--- config.mk ---
export PLATFORM = sky130hd
export DESIGN_NAME = frame_writer
export DESIGN_NICKNAME = d
export VERILOG_FILES = /design/src/rtl/frame_writer.sv
export SDC_FILE = /design/constraint.sdc
export NUM_CORES = 1
export LEC_CHECK = 0
export CORE_MARGIN = 4
export CORE_UTILIZATION = 55
export DETAILED_ROUTE_END_ITERATION = 6
export DONT_BUFFER_PORTS = 1
export GPL_TIMING_DRIVEN = 0
export HOLD_SLACK_MARGIN = 0.02
export PLACE_DENSITY = 0.7
export SLEW_MARGIN = 20
export SYNTH_ARGS = -nofsm -noshare
export SYNTH_HDL_FRONTEND = slang
export SYNTH_SLANG_ARGS = --single-unit
--- constraint.sdc ---
create_clock -name Clk -period 5.8 [get_ports Clk]
set_input_delay 0.58 -clock Clk [delete_from_list [all_inputs] [get_ports Clk]]
set_output_delay 0.58 -clock Clk [all_outputs]
set_load 0.1 [all_outputs]
--- src/rtl/frame_writer.sv ---
// frame_writer: rectangle / sprite blitter that writes one pixel per clock into
// the write port of an 8bpp frame buffer. A command is scanned row-major by a
// counter stage (A), registered with its clip flag and address (B) while the
// sprite ROM returns data, and then registered onto the write port.
module frame_writer #(
    parameter int         H_RES       = 640,
    parameter int         V_RES       = 480,
    parameter int         SPR_AW      = 14,
    parameter logic [7:0] TRANSPARENT = 8'hE3
) (
    input  logic              Clk,
    input  logic              Reset,
    input  logic              cmd_valid,
    output logic              cmd_ready,
    input  logic [1:0]        cmd_op,
    input  logic [9:0]        cmd_x,
    input  logic [9:0]        cmd_y,
    input  logic [9:0]        cmd_w,
    input  logic [9:0]        cmd_h,
    input  logic [7:0]        cmd_color,
    input  logic [SPR_AW-1:0] cmd_base,
    output logic [SPR_AW-1:0] spr_addr,
    input  logic [7:0]        spr_data,
    output logic [18:0]       frame_wrAddress,
    output logic [7:0]        frame_input,
    output logic              frame_we,
    output logic              done
);

    typedef enum logic [1:0] {
        S_IDLE  = 2'd0,
        S_RUN   = 2'd1,
        S_DRAIN = 2'd2,
        S_DONE  = 2'd3
    } state_t;

    localparam logic [1:0]  OP_FILL   = 2'b00;
    localparam logic [1:0]  OP_CLEAR  = 2'b01;
    localparam logic [1:0]  OP_SPRITE = 2'b10;
    localparam logic [1:0]  OP_NOP    = 2'b11;
    localparam logic [10:0] H_LIM     = 11'(H_RES);
    localparam logic [10:0] V_LIM     = 11'(V_RES);
    localparam logic [18:0] STRIDE    = 19'(H_RES);

    // Command latch and scan counters
    state_t            state_q, state_d;
    logic [1:0]        op_q, op_d;
    logic [9:0]        x_q, x_d, y_q, y_d, w_q, w_d, h_q, h_d;
    logic [7:0]        color_q, color_d;
    logic [9:0]        cx_q, cx_d, cy_q, cy_d;
    logic [SPR_AW-1:0] spr_q, spr_d;
    logic              drain_q, drain_d;

    // Stage B: pixel qualified by clipping, with its address
    logic              b_valid_q, b_valid_d;
    logic              b_sprite_q, b_sprite_d;
    logic [7:0]        b_color_q, b_color_d;
    logic [18:0]       b_addr_q, b_addr_d;

    // Output register
    logic              we_q, we_d;
    logic [18:0]       addr_q, addr_d;
    logic [7:0]        data_q, data_d;
    logic              done_q, done_d;
    logic              ready_q, ready_d;

    // Stage A arithmetic
    logic [10:0]       px, py;
    logic              clip;
    logic [9:0]        eff_x, eff_y, eff_w, eff_h;

    // Next-state logic for the scan FSM and both pipeline stages
    always_comb begin
        state_d    = state_q;
        op_d       = op_q;
        x_d        = x_q;
        y_d        = y_q;
        w_d        = w_q;
        h_d        = h_q;
        color_d    = color_q;
        cx_d       = cx_q;
        cy_d       = cy_q;
        spr_d      = spr_q;
        drain_d    = drain_q;

        // Clear screen ignores the supplied geometry and covers the frame.
        eff_x = (cmd_op == OP_CLEAR) ? 10'd0 : cmd_x;
        eff_y = (cmd_op == OP_CLEAR) ? 10'd0 : cmd_y;
        eff_w = (cmd_op == OP_CLEAR) ? 10'(H_RES) : cmd_w;
        eff_h = (cmd_op == OP_CLEAR) ? 10'(V_RES) : cmd_h;

        // 11-bit sums so a rectangle running off the right/bottom edge is
        // clipped rather than wrapping back onto the screen.
        px   = {1'b0, x_q} + {1'b0, cx_q};
        py   = {1'b0, y_q} + {1'b0, cy_q};
        clip = (px >= H_LIM) || (py >= V_LIM);

        b_valid_d  = (state_q == S_RUN) && !clip;
        b_sprite_d = (op_q == OP_SPRITE);
        b_color_d  = color_q;
        // Only unclipped addresses ever reach the port, so modulo-2^19
        // arithmetic here gives the same result as truncating afterwards.
        b_addr_d   = 19'(py) * STRIDE + 19'(px);

        // spr_data now belongs to the pixel held in stage B.
        we_d   = b_valid_q && !(b_sprite_q && (spr_data == TRANSPARENT));
        addr_d = b_valid_q ? b_addr_q : addr_q;
        data_d = b_valid_q ? (b_sprite_q ? spr_data : b_color_q) : data_q;

        case (state_q)
            S_IDLE, S_DONE: begin
                state_d = S_IDLE;
                if (cmd_valid) begin
                    op_d    = cmd_op;
                    x_d     = eff_x;
                    y_d     = eff_y;
                    w_d     = eff_w;
                    h_d     = eff_h;
                    color_d = cmd_color;
                    cx_d    = 10'd0;
                    cy_d    = 10'd0;
                    spr_d   = cmd_base;
                    if (cmd_op == OP_NOP || eff_w == 10'd0 || eff_h == 10'd0)
                        state_d = S_DONE;
                    else
                        state_d = S_RUN;
                end
            end
            S_RUN: begin
                // Sprite address advances for clipped pixels too.
                spr_d = spr_q + 1'b1;
                if (cx_q == w_q - 10'd1) begin
                    cx_d = 10'd0;
                    if (cy_q == h_q - 10'd1) begin
                        state_d = S_DRAIN;
                        drain_d = 1'b0;
                    end else begin
                        cy_d = cy_q + 10'd1;
                    end
                end else begin
                    cx_d = cx_q + 10'd1;
                end
            end
            S_DRAIN: begin
                // Two cycles let the last pixel leave stage B and the output.
                if (drain_q) state_d = S_DONE;
                else         drain_d = 1'b1;
            end
            default: state_d = S_IDLE;
        endcase

        done_d  = (state_d == S_DONE);
        ready_d = (state_d == S_IDLE) || (state_d == S_DONE);
    end

    // All state and registered outputs; reset aborts any command in flight
    always_ff @(posedge Clk) begin
        if (Reset) begin
            state_q    <= S_IDLE;
            op_q       <= OP_FILL;
            x_q        <= '0;
            y_q        <= '0;
            w_q        <= '0;
            h_q        <= '0;
            color_q    <= '0;
            cx_q       <= '0;
            cy_q       <= '0;
            spr_q      <= '0;
            drain_q    <= 1'b0;
            b_valid_q  <= 1'b0;
            b_sprite_q <= 1'b0;
            b_color_q  <= '0;
            b_addr_q   <= '0;
            we_q       <= 1'b0;
            addr_q     <= '0;
            data_q     <= '0;
            done_q     <= 1'b0;
            ready_q    <= 1'b1;
        end else begin
            state_q    <= state_d;
            op_q       <= op_d;
            x_q        <= x_d;
            y_q        <= y_d;
            w_q        <= w_d;
            h_q        <= h_d;
            color_q    <= color_d;
            cx_q       <= cx_d;
            cy_q       <= cy_d;
            spr_q      <= spr_d;
            drain_q    <= drain_d;
            b_valid_q  <= b_valid_d;
            b_sprite_q <= b_sprite_d;
            b_color_q  <= b_color_d;
            b_addr_q   <= b_addr_d;
            we_q       <= we_d;
            addr_q     <= addr_d;
            data_q     <= data_d;
            done_q     <= done_d;
            ready_q    <= ready_d;
        end
    end

    assign cmd_ready       = ready_q;
    assign spr_addr        = spr_q;
    assign frame_wrAddress = addr_q;
    assign frame_input     = data_q;
    assign frame_we        = we_q;
    assign done            = done_q;

endmodule

==> impl_summary.md, run 1 <==
Final layout
Once layout is complete, the utilization of the core stands at 0.626. The number of diodes added for antenna fixing is 0. The number of nets in the layout is 1023. The leading cell type in the layout, fill and taps excluded is nor2_1. Of the cells placed in the final design, the portion with a size suffix greater than 1 is 0.0516. Leaving out fill and tap cells, the most frequent cells in the layout are 147 x nor2_1, 146 x dfxtp_1, 58 x nand2_1. The area growth from synthesis to layout is 10.2%.

CTS
The number of gates given a new drive strength after cts is 0. The number of H-tree levels is 4. The clock transition at the registers of the reported paths is 0.06 ns.

CTS saw 146 sinks. Clock tree synthesis inserted a total of 17 buffers. The clock root buffer is clkbuf_16. After clock tree synthesis, the setup repair step added 0 buffers. At the later pin of the worst-skew pair, clock insertion delay measures 0.42 ns. The maximum clock insertion buffer count is 2.

For this design, the CTS-stage hold fixing added 0 buffers. TritonCTS built the clock tree.

Power and ir drop
IR analysis of the VDD net gives a maximum drop of 0.181 mV. Power spread over the standard cell area amounts to 311 nW/um^2. The total design power is 0.00261 W. In this run the static leakage power is 3.39 nW.

Yosys
The cell type contributing the most total cell area after synthesis is dfxtp_1. Counting flops with a built-in enable in the synthesized netlist gives 0. Of the post-synthesis cell area, the dominant cell type holds 0.384. The share of the Yosys chip area taken by registers is 0.384.

During synthesis, Yosys emitted a total of 0 warnings. In the post-synthesis netlist, the biggest area contributors are dfxtp_1 38%, ha_1 7.4%, nor2_1 7.2%, mux2i_1 4.3%, xor2_1 4.1%. The primary flip-flop cell chosen by synthesis mapping is dfxtp_1. The netlist area before placement is 7610 sq um. The number of synthesized register bits is 146. In the synthesized netlist the async set-or-reset flop fraction comes to 0.

Yosys mapped the design onto 71 distinct sky130hd cell types. The number of nets in the synthesized netlist is 1004. Synthesis handed over a netlist of 880 instances. The average cell area after synthesis is 8.65 sq um.

Timing
The slew at the pin with the worst max-slew slack is 1.16 ns. Setup repair after global routing left no endpoint under its margin. The smallest clock period supported by the final layout is computed as 4.57 ns. The count of endpoints failing hold in the final timing report is 0.

The number of max-slew violations in the final report came to 0. The worst hold margin is 0.286 ns. Dividing the final minimum period by the clock period gives 0.789. Derived from the worst setup path, the maximum achievable clock frequency is 0.219 GHz. The setup violation total in the final timing report is 0.

The tightest slew margin relative to the limit is 0.222. The worst clock skew is 0.00528 ns. The sum of negative setup slack is 0 ns.

Flow run
Across the run, the number of max-cap violations was 0.

GRT
The number of global-route vias before repair came to 6188. Entering global routing, the biggest net connects 17 pins. The initial antenna violation count is 0.

Summed over all layers, the global routing overflow is 0. The first-pass GRT wire length is 31100 um. The global-route usage over all layers is 0.242.

Detailed routing
The total detailed-routing wirelength is 19300 um. The detailed router finished its first iteration with 435 violations. The DRC violation count after routing is 0. The average vias per placed instance is 5.96. The number of nets still failing antenna checks after routing is 0. The total number of vias is 6477.

The first-pass iteration count of the detailed router is 6. In the final routed layout, each cell accounts on average for 17.8 um.

Worst setup path
The maximum fanout along the worst path is 6. The worst setup path is of the register to register kind. The worst setup path is launched from a register. Data on the critical path arrives at its endpoint at 4.92 ns. The endpoint required time on the critical path is 6.14 ns.

The kind of end point of the critical path is a register. The number of cells on the worst reg-to-reg path is 18.

Placed design
Summed over all nets, the half-perimeter wirelength after detailed placement is 14900 um. The congestion estimate from routability-driven global placement came to 0.913. Input and output buffers added on the ports amount to 0.

Die
The die extent in y is 126 um. The top-level I/O count is 119. The die footprint is 15800 sq um. After floorplanning, the core was divided into 42 placement rows. The floorplan step defined a core boundary enclosing 13400 sq um. The overall die width is 126 um. The initial core utilization is 0.568.

Hold path
The number of instances on the worst hold path is 2. The worst hold path belongs to the class primary input to register.

Run status
The run finished with clean final reports.
-- Yosys cell counts (2+ instances only) --
cell	instances
nor2_1	147
dfxtp_1	146
nand2_1	58
a21oi_1	48
ha_1	45
a22oi_1	39
xor2_1	36
clkbuf_1	35
xnor2_1	34
mux2i_1	33
nor2b_1	25
o21ai_0	22
inv_1	21
nand3_1	19
nor3_1	19
a211oi_1	17
a21o_1	10
and3_1	8
nand2b_1	8
a31oi_1	7
nor4_1	7
buf_1	5
nand4_1	5
a2111oi_0	4
a31o_2	4
and2_1	4
fa_1	4
o21a_1	4
or2_2	4
a211o_1	3
a41o_1	3
a41oi_1	3
and4_1	3
nor3b_1	3
a221oi_1	2
buf_2	2
nand3b_1	2
nand4b_1	2
o21ai_1	2
o22ai_1	2
o31a_1	2
o32ai_1	2
o41ai_1	2
or3_1	2
-- critical path, cell delays in order, from the launching register on --
cell and delay, ns:
dfxtp_1 0.45, ha_1 0.21, inv_1 0.05, fa_1 0.40, nor2b_1 0.13, o21ai_0 0.10, a21boi_0 0.25, o21ai_0 0.15
nor2b_1 0.16, xnor2_1 0.40, xor2_1 0.13, ha_1 0.36, a21oi_1 0.22, xnor2_1 0.20, nand3b_1 0.17, a2111oi_0 0.52
nand3_1 0.16, xor2_1 0.20, mux2i_1 0.22
-- worst paths after layout --
check,start,end,slack [ns]
hold reg to reg,op_q[0]$_SDFFE_PP0P_,b_sprite_q$_SDFF_PP0_,0.42
setup reg to reg,cy_q[0]$_SDFFE_PP0P_,b_addr_q[18]$_SDFF_PP0_,1.23
hold / removal,cmd_color[4],b_color_d[4]$_SDFFE_PP0P_,0.29
setup / recovery,cy_q[0]$_SDFFE_PP0P_,b_addr_q[18]$_SDFF_PP0_,1.23
-- routing by layer --
layer	GRT usage	routed length (um)
met2	0.391	8960
met4	0.0855	341
met3	0.0766	1490
met5	0	0
met1	0.308	8550
-- area by class of cell --
cell class | count | area (sq um)
fill | 1150 | 5010
tap | 176 | 220
multi-input combinational | 670 | 4450
inverter | 21 | 78.8
buffer | 43 | 168
clock inverter | 9 | 82.6
clock buffer | 22 | 474
sequential | 146 | 2920
-- logic make-up (layout without fill, tap and decap cells) --
kind of cell | after synthesis | count (layout) | share of synthesized area
mux | 33 | 33 | 0.0434
compound gates | 193 | 193 | 0.174
fa+ha+maj | 49 | 49 | 0.0845
flops | 146 | 146 | 0.384
buf+inv | 64 | 95 | 0.0324
xor+xnor | 70 | 70 | 0.0805
simple gates | 325 | 325 | 0.202
-- where the power goes --
part	internal (W)	leakage (nW)	total [W]	switching, W
logic	0.000142	1.93	0.000351	0.000209
registers	0.00106	1.19	0.00123	0.000168
clock network	0.000619	0.272	0.00103	0.000415
-- sequential cells by signal, summed over array words and instances, names as in the netlist, 10 cells and up --
signal	cells
x_q	10
spr_addr	14
frame_wrAddress	19
b_addr_q	19
y_q	10
cy_q	10
w_q	10
cx_q	10
h_q	10
-- through the flow --
step | area [sq um] | worst slack (ns) | cells
2_1_floorplan | 7610 | 1.88 | 880
3_3_place_gp | 7840 | 1.42 | 1056
3_5_place_dp | 7840 | 1.35 | 1056
4_1_cts | 8390 | 1.28 | 1087
5_1_grt | 8390 | 0.795 | 1087
6_report | 8390 | 1.23 | 1087
No activity file was read; power rests on OpenSTA's default activity.
==> inputs of run 2 (changes only) <==
--- a/config.mk
+++ b/config.mk
@@ -11,7 +11,7 @@
 export DONT_BUFFER_PORTS = 1
 export GPL_TIMING_DRIVEN = 0
 export HOLD_SLACK_MARGIN = 0.02
-export PLACE_DENSITY = 0.7
+export PLACE_DENSITY = 0.73
 export SLEW_MARGIN = 20
 export SYNTH_ARGS = -nofsm -noshare
 export SYNTH_HDL_FRONTEND = slang
==> constraint.sdc (replaced) <==
create_clock -name Clk -period 3.9 [get_ports Clk]
set_input_delay 0.39 -clock Clk [delete_from_list [all_inputs] [get_ports Clk]]
set_output_delay 0.39 -clock Clk [all_outputs]
set_load 0.1 [all_outputs]
==> run 2 against run 1 <==
Compared with the run above: wire length grew 1.8%; die area unchanged; non-clock buffer count grew 8; sequential share of layout area down 1.1 points; sequential power rose by 49%; count of clock-buffer cells in the layout decreased by 4; first-iteration DRC count grew 15%; via count increased by 0.23%; core utilization is 2.3 points higher; global-route usage decreased by 0.13 points; setup slack got worse by 1.2 ns; critical endpoint unchanged; largest power group unchanged.
==> impl_summary.md, run 2 (synthesis results as in run 1) <==
CTS
TritonCTS built the clock tree. The maximum clock insertion buffer count was 2 (unchanged). The later-pin clock latency in the skew report is 0.43 ns (about the same). The number of clock buffers inserted by TritonCTS came to 17 (unchanged). The clock root buffer is clkbuf_16.

The clock transition at the registers of the reported paths is 0.06 ns (about the same). The number of clock sinks is 146 (unchanged). The number of H-tree levels is 4 (unchanged).

Die
The top-level I/O count is 119 (unchanged). The overall die width is 126 um (unchanged). The core footprint was 13400 sq um (unchanged).

The die footprint is 15800 sq um (unchanged). The initial core utilization is 0.568 (unchanged). The die extent in y was 126 um (unchanged). The cell row count is 42 (unchanged).

Worst setup path
STA classifies the critical path endpoint as a register. The critical path data arrival time is 4.20 ns (-0.72 ns). Traced cell by cell, the critical path runs through ha_4 -> inv_2 -> fa_2 -> nor2b_1 -> o21ai_1 -> a21boi_1 -> o21ai_1 -> nor2b_4 -> xnor2_2 -> xor2_1 -> ha_1 -> a21oi_2 -> xnor2_2 -> nand3b_1 -> a2111oi_4 -> nand3_1 -> xor2_1 -> mux2i_1.

On the critical path the largest part of the delay comes from compound AO/OA/AOI/OAI gates. The kind of start point of the critical path is a register. The buffers plus inverters on the worst setup path is 1 (unchanged).

The critical-path cell with the highest stage delay is fa_2. The endpoint required time on the critical path is 4.26 ns (-1.88 ns). The critical path in this run is classified as register to register. The maximum fanout along the worst path is 4 (-2).

The worst stage delay on the critical path came to 0.38 ns (-0.14 ns).

Final layout
The library cell used most frequently in the layout, excluding fill and tap cells, is nor2_1. The number of nets in the layout is 1031 (+0.78%). In the layout the commonest cells are 146 x nor2_1, 141 x dfxtp_1, 58 x nand2_1. The number of diodes added for antenna fixing is 0 (unchanged). The synthesis-to-layout area growth is 14.2%. The final design area excluding fillers was 8700 sq um (+3.7%). The final-layout fill cell count came to 1137 (-1.1%). The fraction of final layout cells sized beyond drive strength 1 was 0.0978 (+0.0462).

Timing
The minimum clock period after layout came to 3.84 ns (-0.735 ns). The slew at the pin with the worst max-slew slack is 1.15 ns (-0.0187 ns). The fmax was 0.261 GHz (+19%). The number of max-slew violations in the final report is 0 (unchanged).

The setup violation total in the final timing report was 0 (unchanged). The tightest slew margin relative to the limit is 0.235 (+0.0125). The slack of the critical path is 0.0615 ns (-1.17 ns).

The worst clock skew is 0.00900 ns (+0.00373 ns). Setup repair after global routing could not meet its margin everywhere. The sum of negative setup slack is 0 ns (unchanged).

The count of endpoints failing hold in the final timing report was 0 (unchanged). The period utilization is 0.984 (+0.196).

Power and ir drop
The part of the total power dissipated in combinational logic is 0.136 (+0.002). The switching component of the power is 0.00124 W (+57%). The part of the total power dissipated in the clock network is 0.409 (+0.013). The static leakage was 3.52 nW (+3.7%). The total design power was 0.00401 W (+53%).

The switching share of total power is 0.310 (+0.00677). The sequential fraction of design power is 0.455 (-0.015). The maximum vdd ir drop is 0.296 mV (+63%). The areal power density over the cells is 461 nW/um^2 (+48%). The cell-internal power was 0.00277 W (+52%).

Detailed routing
The average vias per placed instance is 5.92 (-0.59%). The number of nets still failing antenna checks after routing came to 0 (unchanged). The total detailed-routing wirelength is 19700 um (+1.8%). The DRC violation count after routing is 0 (unchanged). The initial DRC count is 499 (+15%). The first-pass iteration count of the detailed router is 5 (-1).

The total number of vias came to 6492 (+0.23%). The routed wirelength normalized by instance count came to 18.0 um (+0.94%).

GRT
The number of global-route vias before repair came to 6038 (-2.4%). The first-pass GRT wire length is 31000 um (-0.31%). The total global routing overflow is 0 (unchanged). The global-route usage over all layers is 0.241 (-0.00128). The largest net degree at the start of global routing is 17 (unchanged).

The initial antenna violation count came to 0 (unchanged).

Placed design
The port buffer count is 0 (unchanged). The half-perimeter wire length of the detailed placement result was 14400 um (-3.2%). The post-placement worst setup slack is -0.420 ns (-1.77 ns). The weighted congestion at the end of routability-driven global placement is 0.883 (-3.3%). The area after detailed placement is 7840 sq um (about the same).

Run status
The flow ran to the end, and the final reports show no timing, DRC or antenna violations.

Hold path
The kind of path behind the tightest hold check is primary input to register.

Flow run
The max-capacitance violation count is 0 (unchanged).
## run 2: cell count changes in the layout (fill, tap and decap cells not counted), moves of 3 or more
cell | previous run | this run
ha_1 | 45 | 39
dfxtp_1 | 146 | 141
a21oi_2 | 0 | 4
ha_4 | 0 | 5
xnor2_1 | 34 | 30
dfxtp_4 | 0 | 3
inv_6 | 0 | 3
a21oi_1 | 48 | 44
buf_4 | 1 | 9
xnor2_2 | 0 | 4
## run 2: final timing paths
kind	start	end	slack [ns]	cells past startpoint
worst max-delay path	cy_q[0]$_SDFFE_PP0P_	b_addr_q[18]$_SDFF_PP0_	0.06	18
worst min register to register	op_q[0]$_SDFFE_PP0P_	b_sprite_q$_SDFF_PP0_	0.43	1
worst min-delay path	cmd_color[4]	b_color_d[4]$_SDFFE_PP0P_	0.09	2
worst max register to register	cy_q[0]$_SDFFE_PP0P_	b_addr_q[18]$_SDFF_PP0_	0.06	18
## run 2: power by group through the flow
stage / combinational, W / clock [W] / sequential, W
final: 0.000544 / 0.00164 / 0.00183
after global routing: 0.000607 / 0.00173 / 0.00184
after CTS: 0.000522 / 0.00166 / 0.00182
after detailed placement: 0.000509 / 0 / 0.00186
after global placement: 0.000502 / 0 / 0.00185
after floorplan: 0.000406 / 0 / 0.00183
## run 2: layout make-up
class | count | area (sq um) | share of cell area
clock inverters | 14 | 155 | 0.0178
clock buffers | 18 | 439 | 0.0505
repair buffers | 8 | 60.1 | 0.00690
inverters | 21 | 78.8 | 0.00906
well taps | 176 | 220 | 0.0253
flip-flops and latches | 146 | 2940 | 0.338
plain buffers | 43 | 168 | 0.0193
multi-input cells | 670 | 4640 | 0.534
## run 2: repair_timing
item	in CTS	in global routing
buffers inserted	3	5
pin swaps	8	24
setup endpoints to repair	4	5
gates resized for setup	16	26
hold buffers	0	0
## run 2: metal layers
layer  wire [um]  part of all wire  track usage
met5           0                 0            0
met3        1450             0.074       0.0631
met1        8770              0.45        0.321
met2        9070              0.46        0.379
met4         393             0.020       0.0886
## run 2: worst reg2reg max path, delay by kind of cell (launching register included)
family                     cells  cell delay, ns
adders and majority gates      3            0.88
muxes                          1            0.20
xor gates and xnor gates       4            0.67
and+or+nand+nor                4            0.59
DFF                            1            0.37
buffers and inverters          1            0.04
AOI/OAI and AO/OA              5            1.01
## run 2: per-stage QoR
step           cells  hold slack, ns  utilization
6_report        1096          0.0906        0.649
5_1_grt         1096          0.0834        0.649
4_1_cts         1091          0.0767        0.635
3_5_place_dp    1056           0.420        0.585
3_3_place_gp    1056           0.417        0.585
2_1_floorplan    880           0.398            -
==> inputs of run 3 (changes only) <==
==> constraint.sdc (replaced) <==
create_clock -name Clk -period 3.9 [get_ports Clk]
set_input_delay 0.39 -clock Clk [delete_from_list [all_inputs] [get_ports Clk]]
set_output_delay 0.39 -clock Clk [all_outputs]
set_load 0.02 [all_outputs]
==> results of run 3 <==
The final DEF is identical to that of run 2. Status: finished, final reports clean.
Among the figures that moved: total power 0.00401 W -> 0.00386 W
==> patch: new RTL, config.mk and constraints of run 1 <==
`SPR_AW`: 14 -> 15.
--- a/src/rtl/frame_writer.sv
+++ b/src/rtl/frame_writer.sv
@@ -7,3 +7,3 @@
     parameter int         V_RES       = 480,
-    parameter int         SPR_AW      = 14,
+    parameter int         SPR_AW      = 15,
     parameter logic [7:0] TRANSPARENT = 8'hE3
Ports: changed (resized cmd_base and spr_addr); port bits go from 119 to 121. The function was not compared with the original's and may differ.
==> patch against run 1 <==
  * Die area is 3.4% higher
  * Clock skew is 4.2 ps higher
  * Setup slack better by 420 ps
  * Synthesized area is 3.6% higher
  * Worst hold slack better by 5.7 ps
  * Final area is 2.8% higher
  * Routed wire length is 0.44% higher
  * Largest power group unchanged
  * Sequential cell count is 1 higher
  * Power is 1.6% lower
==> patch: results (changes against run 1) <==
| Metric | Value |
|---|---|
| Clock Path Buffers | `2 (unchanged)` |
| Metal3 WL | `1.345 mm (-9.5%)` |
| Synth Area in Compound Gates | `0.1739 (+0.0001806)` |
| Crit-path max cell delay | `450 ps (-70 ps)` |
| H-tree depth | `4 (unchanged)` |
| M3 GR Usage | `0.06958 (-0.007047)` |
| Status | `complete, no violations` |
| Worst-path fanout max | `6 (unchanged)` |
| Routing usage on met1 | `0.3199 (+0.01237)` |
| Internal power | `1.767 mW (-2.9%)` |
| Post-Synth XOR/XNOR Area | `0.07376 (-0.006750)` |
| Global-route wire length before repair | `31.24 mm (+0.36%)` |
| Fraction of registers with async set/reset | `0 (unchanged)` |
| Synth top area cells | `dfxtp_1 (37%), ha_1 (7.1%), nor2_1 (6.6%)` |
| Sequential cell area fraction in the yosys report | `0.3731 (-0.01074)` |
| Clock group | `0.968 mW (-6%)` |
| Hold depth | `2 (unchanged)` |
| Slew margin rel. | `0.2525 (+0.03006)` |
| Layout cells sized above 1 | `0.06860 (+0.01700)` |
| Pre-CTS setup slack | `1702 ps (+351.7 ps)` |
| Hold Path Origin | `cmd_op[1]` |
| Overall Global Routing Usage | `0.2416 (-0.0008423)` |
| Routability Congestion | `0.8683 (-4.9%)` |
| Post-cts resize count | `0 (unchanged)` |
| Mapped Nets | `1029 (+2.5%)` |
| Maximum clock rate | `0.2409 GHz (+10%)` |
| FILL cells | `1251 (+8.8%)` |
| DR WL/cell | `17.45 um (-1.9%)` |
| Family with the most delay on the worst path | `adder cells` |
| Slowest CP cell | `dfxtp_1` |
| Met2 WL post-DR | `9.006 mm (+0.49%)` |
| Synth cell count leaders | `dfxtp_1 (147), nor2_1 (139), nand2_1 (64), ha_1 (45), a21oi_1 (40)` |
| DRT iter0 DRCs | `495 (+14%)` |
| Leakage dissipation | `3.345 nW (-1.3%)` |
| Endpoint, Worst Hold | `op_q[1]` |
| Via density | `5.804 (-2.6%)` |
| Mux share of post-synthesis cell area | `0.04220 (-0.001183)` |
| Worst vdd ir | `0.0002259 V (+25%)` |
| IO Port Bufs | `0 (unchanged)` |
| Arr. time, crit path | `4510 ps (-410 ps)` |
| Clk pin slew, worst setup/hold paths | `60 ps (about the same)` |
| Clock latency at the later pin of the worst-skew pair | `420 ps (about the same)` |
| Post-DP HPWL | `14.70 mm (-1.0%)` |
| Setup Skew | `9.506 ps (+4.227 ps)` |
| DRT Pass-1 Iters | `7 (+1)` |
| Met1 wire length | `8.745 mm (+2.3%)` |
| Synth warn | `0 (unchanged)` |
| Synth Area in Adders | `0.08154 (-0.002921)` |
| Reg2reg path depth | `17 (-1)` |
| CTS Root Cell | `clkbuf_16` |
| R2R Setup Slk | `1650 ps (+420 ps)` |
| Comb power | `0.358 mW (+2%)` |
| Vias in the first global route | `6102 (-1.4%)` |
| Met2 usage | `0.3832 (-0.007571)` |
| Busiest layer in global routing | `met2` |
| Largest net degree at the start of global routing | `17 (unchanged)` |
| Initial antenna violation count | `0 (unchanged)` |
| Post-synthesis cell type count | `77 (+8.5%)` |
patch: area by class of cell:
| class | instances | area share |
|---|---|---|
| plain buffers | 48 | 0.02160 |
| clock buffers | 20 | 0.05291 |
| clock inverters | 9 | 0.007104 |
| inverters | 18 | 0.007828 |
| multi-input cells | 691 | 0.5435 |
| flip-flops and latches | 147 | 0.3410 |
| well taps | 180 | 0.02609 |
patch: per-stage QoR:
| stage | util | std cells | hold WS [ps] | instance area (sq um) | total power [mW] |
|---|---|---|---|---|---|
| 6_report | 0.6170 | 1113 | 291.8 | 8631 | 2.570 |
| 5_1_grt | 0.6170 | 1113 | 286.0 | 8631 | 2.682 |
| 4_1_cts | 0.6170 | 1113 | 275.9 | 8631 | 2.585 |
| 3_5_place_dp | 0.5800 | 1084 | 422.5 | 8113 | 1.618 |
| 3_3_place_gp | 0.5800 | 1084 | 413.4 | 8113 | 1.614 |
| 2_1_floorplan | - | 904 | 397.7 | 7888 | 1.530 |
